$ cat config.mk
export PLATFORM = sky130hd
export DESIGN_NAME = uart_tx_fifo
export DESIGN_NICKNAME = d
export VERILOG_FILES = /design/src/rtl/uart_tx_fifo.sv
export SDC_FILE = /design/constraint.sdc
export NUM_CORES = 1
export LEC_CHECK = 0
export ABC_AREA = 1
export CAP_MARGIN = 10
export CORE_MARGIN = 4
export CORE_UTILIZATION = 50
export CTS_CLUSTER_SIZE = 25
export DETAILED_ROUTE_END_ITERATION = 10
export GPL_TIMING_DRIVEN = 1
export PLACE_DENSITY = 0.67
export SLEW_MARGIN = 20
export SYNTH_ARGS = -nofsm -noshare
export SYNTH_HDL_FRONTEND = slang
export SYNTH_SLANG_ARGS = --single-unit
export TNS_END_PERCENT = 10
$ cat constraint.sdc
create_clock -name clk -period 3.3 [get_ports clk]
set_clock_uncertainty 0.1 [all_clocks]
set_input_delay 0.33 -clock clk [delete_from_list [all_inputs] [get_ports clk]]
set_output_delay 0.33 -clock clk [all_outputs]
set_load 0.05 [all_outputs]
$ cat src/rtl/uart_tx_fifo.sv
// UART transmitter fed by a circular FIFO; queued characters stream out back-to-back.
// Define UART_TX_PARITY_EN to compile in a parity bit after the data bits.
module uart_tx_fifo #(
    parameter int unsigned CLK_FREQ   = 50_000_000,
    parameter int unsigned BAUD       = 115200,
    parameter int unsigned DATA_BITS  = 8,
    parameter int unsigned STOP_BITS  = 1,
    parameter int unsigned FIFO_DEPTH = 16,
    parameter int unsigned PARITY_ODD = 0
) (
    input  logic                          clk,
    input  logic                          rst_n,
    input  logic                          wr_en,
    input  logic [DATA_BITS-1:0]          wr_data,
    output logic                          full,
    output logic                          empty,
    output logic [$clog2(FIFO_DEPTH):0]   level,
    output logic                          overflow,
    output logic                          busy,
    output logic                          tx
);

    localparam int unsigned CLKS_PER_BIT = (CLK_FREQ + BAUD / 2) / BAUD;
    localparam int unsigned AW           = $clog2(FIFO_DEPTH);
    localparam int unsigned CNT_W        = $clog2(CLKS_PER_BIT);

    localparam logic [CNT_W-1:0] LAST_TICK = CNT_W'(CLKS_PER_BIT - 1);
    localparam logic [3:0]       LAST_DATA = 4'(DATA_BITS - 1);
    localparam logic [3:0]       LAST_STOP = 4'(STOP_BITS - 1);

    localparam logic [2:0] StIdle   = 3'd0;
    localparam logic [2:0] StStart  = 3'd1;
    localparam logic [2:0] StData   = 3'd2;
`ifdef UART_TX_PARITY_EN
    localparam logic [2:0] StParity = 3'd3;
    localparam logic       ODD_BIT  = 1'(PARITY_ODD);
`endif
    localparam logic [2:0] StStop   = 3'd4;

    if (CLKS_PER_BIT < 2 || DATA_BITS < 5 || DATA_BITS > 9 || STOP_BITS < 1 || STOP_BITS > 2 ||
        FIFO_DEPTH < 2 || (FIFO_DEPTH & (FIFO_DEPTH - 1)) != 0 || PARITY_ODD > 1) begin : g_bad_cfg
        $error("uart_tx_fifo: illegal parameter combination");
    end

    // FIFO: pointers carry one extra wrap bit to tell full from empty
    logic [DATA_BITS-1:0] mem [FIFO_DEPTH];
    logic [AW:0]          wr_ptr_q, rd_ptr_q;
    logic [DATA_BITS-1:0] head;
    logic                 push, pop;

    assign full     = (wr_ptr_q[AW] != rd_ptr_q[AW]) &&
                      (wr_ptr_q[AW-1:0] == rd_ptr_q[AW-1:0]);
    assign empty    = (wr_ptr_q == rd_ptr_q);
    assign level    = wr_ptr_q - rd_ptr_q;
    assign overflow = wr_en & full;
    assign push     = wr_en & ~full;
    assign head     = mem[rd_ptr_q[AW-1:0]];

    always_ff @(posedge clk) begin
        if (push) begin
            mem[wr_ptr_q[AW-1:0]] <= wr_data;
        end
    end

    always_ff @(posedge clk or negedge rst_n) begin
        if (!rst_n) begin
            wr_ptr_q <= '0;
            rd_ptr_q <= '0;
        end else begin
            if (push) wr_ptr_q <= wr_ptr_q + 1'b1;
            if (pop)  rd_ptr_q <= rd_ptr_q + 1'b1;
        end
    end

    // Serialiser
    logic [2:0]           state_q, state_d;
    logic [CNT_W-1:0]     baud_q, baud_d;
    logic [3:0]           bit_q, bit_d;
    logic [DATA_BITS-1:0] shift_q, shift_d;
    logic                 tx_q, line;
    logic                 tick;
`ifdef UART_TX_PARITY_EN
    logic                 par_q, par_d;
`endif

    assign tick = (baud_q == LAST_TICK);
    assign busy = (state_q != StIdle);
    assign tx   = tx_q;

    always_comb begin
        state_d = state_q;
        baud_d  = '0;
        bit_d   = bit_q;
        shift_d = shift_q;
        pop     = 1'b0;
        line    = 1'b1;
        if (state_q != StIdle) begin
            baud_d = tick ? '0 : baud_q + 1'b1;
        end
        case (state_q)
            StIdle: begin
                if (!empty) begin
                    pop     = 1'b1;
                    state_d = StStart;
                end
            end
            StStart: begin
                line = 1'b0;
                if (tick) begin
                    state_d = StData;
                    bit_d   = '0;
                end
            end
            StData: begin
                line = shift_q[0];
                if (tick) begin
                    shift_d = shift_q >> 1;
                    if (bit_q == LAST_DATA) begin
                        bit_d   = '0;
`ifdef UART_TX_PARITY_EN
                        state_d = StParity;
`else
                        state_d = StStop;
`endif
                    end else begin
                        bit_d = bit_q + 4'd1;
                    end
                end
            end
`ifdef UART_TX_PARITY_EN
            StParity: begin
                line = par_q;
                if (tick) begin
                    state_d = StStop;
                    bit_d   = '0;
                end
            end
`endif
            StStop: begin
                if (tick) begin
                    if (bit_q == LAST_STOP) begin
                        bit_d = '0;
                        // Chain straight into the next start bit when data is waiting
                        if (!empty) begin
                            pop     = 1'b1;
                            state_d = StStart;
                        end else begin
                            state_d = StIdle;
                        end
                    end else begin
                        bit_d = bit_q + 4'd1;
                    end
                end
            end
            default: state_d = StIdle;
        endcase
        if (pop) begin
            shift_d = head;
        end
    end

`ifdef UART_TX_PARITY_EN
    always_comb begin
        par_d = par_q;
        if (pop) begin
            par_d = (^head) ^ ODD_BIT;
        end
    end
`endif

    always_ff @(posedge clk or negedge rst_n) begin
        if (!rst_n) begin
            state_q <= StIdle;
            baud_q  <= '0;
            bit_q   <= '0;
            shift_q <= '0;
            tx_q    <= 1'b1;
`ifdef UART_TX_PARITY_EN
            par_q   <= 1'b0;
`endif
        end else begin
            state_q <= state_d;
            baud_q  <= baud_d;
            bit_q   <= bit_d;
            shift_q <= shift_d;
            tx_q    <= line;
`ifdef UART_TX_PARITY_EN
            par_q   <= par_d;
`endif
        end
    end

endmodule
==> impl_metrics.py <==
metrics = {
    "pwr": {
        "power.leakage_nw": 3.51,
        "power.internal_mw": 3.83,
        "cellPowerDensity_mw_per_mm2": 641,
        "switching_share_pct": 28.5,
        "power.share.sequential_pct": 46.5,
        "peakVddDrop_mv": 0.486,
        "clockPowerShare_pct": 35.1,
        "power_frac_comb_pct": 18.4,
        "switching_power_mw": 1.53,
    },
    "worst_setup_path": {
        "crit_path_cell_trace": "inv_1 > ha_1 > fa_1 > xnor2_1 > clkdlybuf4s50_1",
        "cp_slowest_cell": "clkdlybuf4s50_1",
        "start_kind": "flop",
        "cp.arrival_ps": 2640,
        "cp_top_family": "buffers and inverters",
        "max_stage_delay_ps": 830,
        "cp.required_ps": 2870,
        "crit_buf_inv": 2,
        "criticalPathCategory": "reg2out",
        "path_max_fanout": 5,
        "cp-end-kind": "primary output",
    },
    "route": {
        "wl_um": 15700,
        "vias_per_cell": 5.27,
        "num_vias": 5079,
        "drt-initial-drc-count": 465,
        "first_pass_iters": 5,
        "route.detailed.drc": 0,
        "postRouteAntennaNets": 0,
        "wl_per_cell_um": 16.3,
    },
    "flow_run": {
        "cap_viol_max_count": 0,
    },
    "logic_synthesis": {
        "synth_area_mm2": 0.00741,
        "synth_top_area_share_pct": 51.9,
        "synthCells": 747,
        "synthTopCellsByArea": "edfxtp_1, dfrtp_1, nand2_1",
        "synthArstFlopShare_pct": 21.5,
        "synth_top_cell_by_area": "edfxtp_1",
        "syn_avg_cell_area_um2": 9.92,
        "synth_most_common_cell": "nand2_1",
        "synth_flop_cell": "edfxtp_1",
        "synth_nets": 772,
        "ys_ff_latch": 163,
        "synth_edf_count": 128,
        "ys_warn_count": 0,
        "seq_area_frac_synth_pct": 63.7,
        "yosysUniqueCellTypes": 37,
        "synthTopCellsByCount": "nand2_1, edfxtp_1, inv_1",
    },
    "global_routing": {
        "gr-total-overflow": 0,
        "antenna_found_initial": 0,
        "track_usage_pct": 19.9,
        "grt_pass1_vias": 5017,
        "grt_pass1_wl_um": 25600,
        "grt_max_degree": 66,
    },
    "sta": {
        "period_share_pct": 92.9,
        "finalHoldViolations": 0,
        "fin_crit_ps": 3070,
        "fmax_mhz": 326,
        "finalMaxSlewViolations": 0,
        "grt_setup_unrepaired": "false",
        "tightest_slew_ps": 1040,
        "fin_tns_setup_ps": 0,
        "setup_violations": 0,
        "slew_headroom_pct": 30.9,
    },
    "status": {
        "status": "complete, no violations",
    },
    "floorplanning": {
        "io_pins": 21,
        "initial_core_util_pct": 51.0,
        "std_cell_rows": 44,
        "coreArea_mm2": 0.0145,
        "die_y_um": 130,
        "die_area_mm2": 0.0168,
        "die_w_um": 130,
    },
    "finish": {
        "drive_gt1_share_pct": 7.70,
        "fin_cells": 963,
        "fin_util_pct": 57.5,
        "area_growth_pct": 12.8,
        "diodes": 0,
        "nets": 792,
    },
    "clock_tree": {
        "cts_made_buffers": 17,
        "cts_tree": "yes",
        "clock_latency_ps": 430,
        "clk_pin_slew_ps": 60,
        "cts_sinks": 163,
        "post-cts-setup-buffer-count": 0,
        "cts-resized-gates": 0,
        "htree_levels": 4,
        "cts_buffer_depth": 2,
        "hold_buffers": 0,
        "cts_root_buffer": "clkbuf_16",
    },
    "worst_hold_path": {
        "hold_class": "in2async",
    },
    "placed_design": {
        "io_buffer_count": 20,
        "dp.cells": 932,
        "hpwl_um": 10700,
        "place.gp.congestion": 0.915,
    },
}
power by group through the flow:
stage / logic, mW / registers (mW) / clock network, mW
after CTS: 0.989 / 2.49 / 1.91
after floorplan: 0.634 / 2.51 / 0
after global placement: 0.967 / 2.52 / 0
after detailed placement: 0.984 / 2.53 / 0
after global routing: 1.07 / 2.51 / 2.00
final: 0.985 / 2.49 / 1.88
cell families after synthesis:
kind of cell	Yosys count	share of synthesized area (%)
xor+xnor	14	1.76
fa+ha+maj	14	2.47
flops	163	63.7
simple gates	382	21.8
compound gates	50	3.48
buf+inv	124	6.79
placed cells by master (no fill, tap or decap), drive strengths merged:
cell type,count
nand2,202
edfxtp,128
inv,98
nor2,86
nand3,81
o21ai,41
dfrtp,34
clkbuf,17
clkdlybuf4s50,14
ha,13
buf,13
xor2,11
clkinv,8
a21oi,7
nor3,6
clkinvlp,4
xnor2,3
nor3b,2
nand3b,2
bufinv,2
o21a,1
nand4,1
and3,1
nor4b,1
o22ai,1
fa,1
dfstp,1
per-layer routing:
layer	vias up	share of wire, %	GRT usage, %
met4	0	1.5	7.27
met5	-	0	0
met1	2427	45	28.4
met2	158	47	30.7
met3	24	6.3	4.05
li1	2470	-	-
final cells by class:
type,instances,area (µm²)
timing repair buffer,27,288
clock inverter,14,139
fill,1218,6180
sequential,163,4720
tap,184,230
multi-input combinational,460,2180
clock buffer,17,425
inverter,98,368
worst paths after layout:
check,from,endpoint,slack [ps],cells after the start
min reg2reg,baud_q[0],baud_q[0],390,1
max reg2reg,rd_ptr_q[2],mem[8][0],360,7
max in group asynchronous,rst_n,baud_q[0],2260,2
min,rst_n,state_q[1],130,1
max,wr_ptr_q[0],level[2],230,5
min in group clk,baud_q[0],baud_q[0],390,1
sequential cells by signal (all words and copies together), names as in the netlist:
name / cells
mem: 128
baud_q: 9
shift_q: 8
rd_ptr_q: 5
wr_ptr_q: 5
bit_q: 4
state_q: 3
tx: 1
per-stage QoR:
step,hold WS (ps),power (mW),worst slack [ps],instance area (µm²)
floorplan,-65.6,3.14,560,7410
finish,129,5.36,233,8360
detailed placement,390,3.52,362,7790
global placement,377,3.49,508,7790
CTS,130,5.39,222,8360
global route,154,5.57,98.4,8360
No activity file was read; power rests on OpenSTA's default activity.
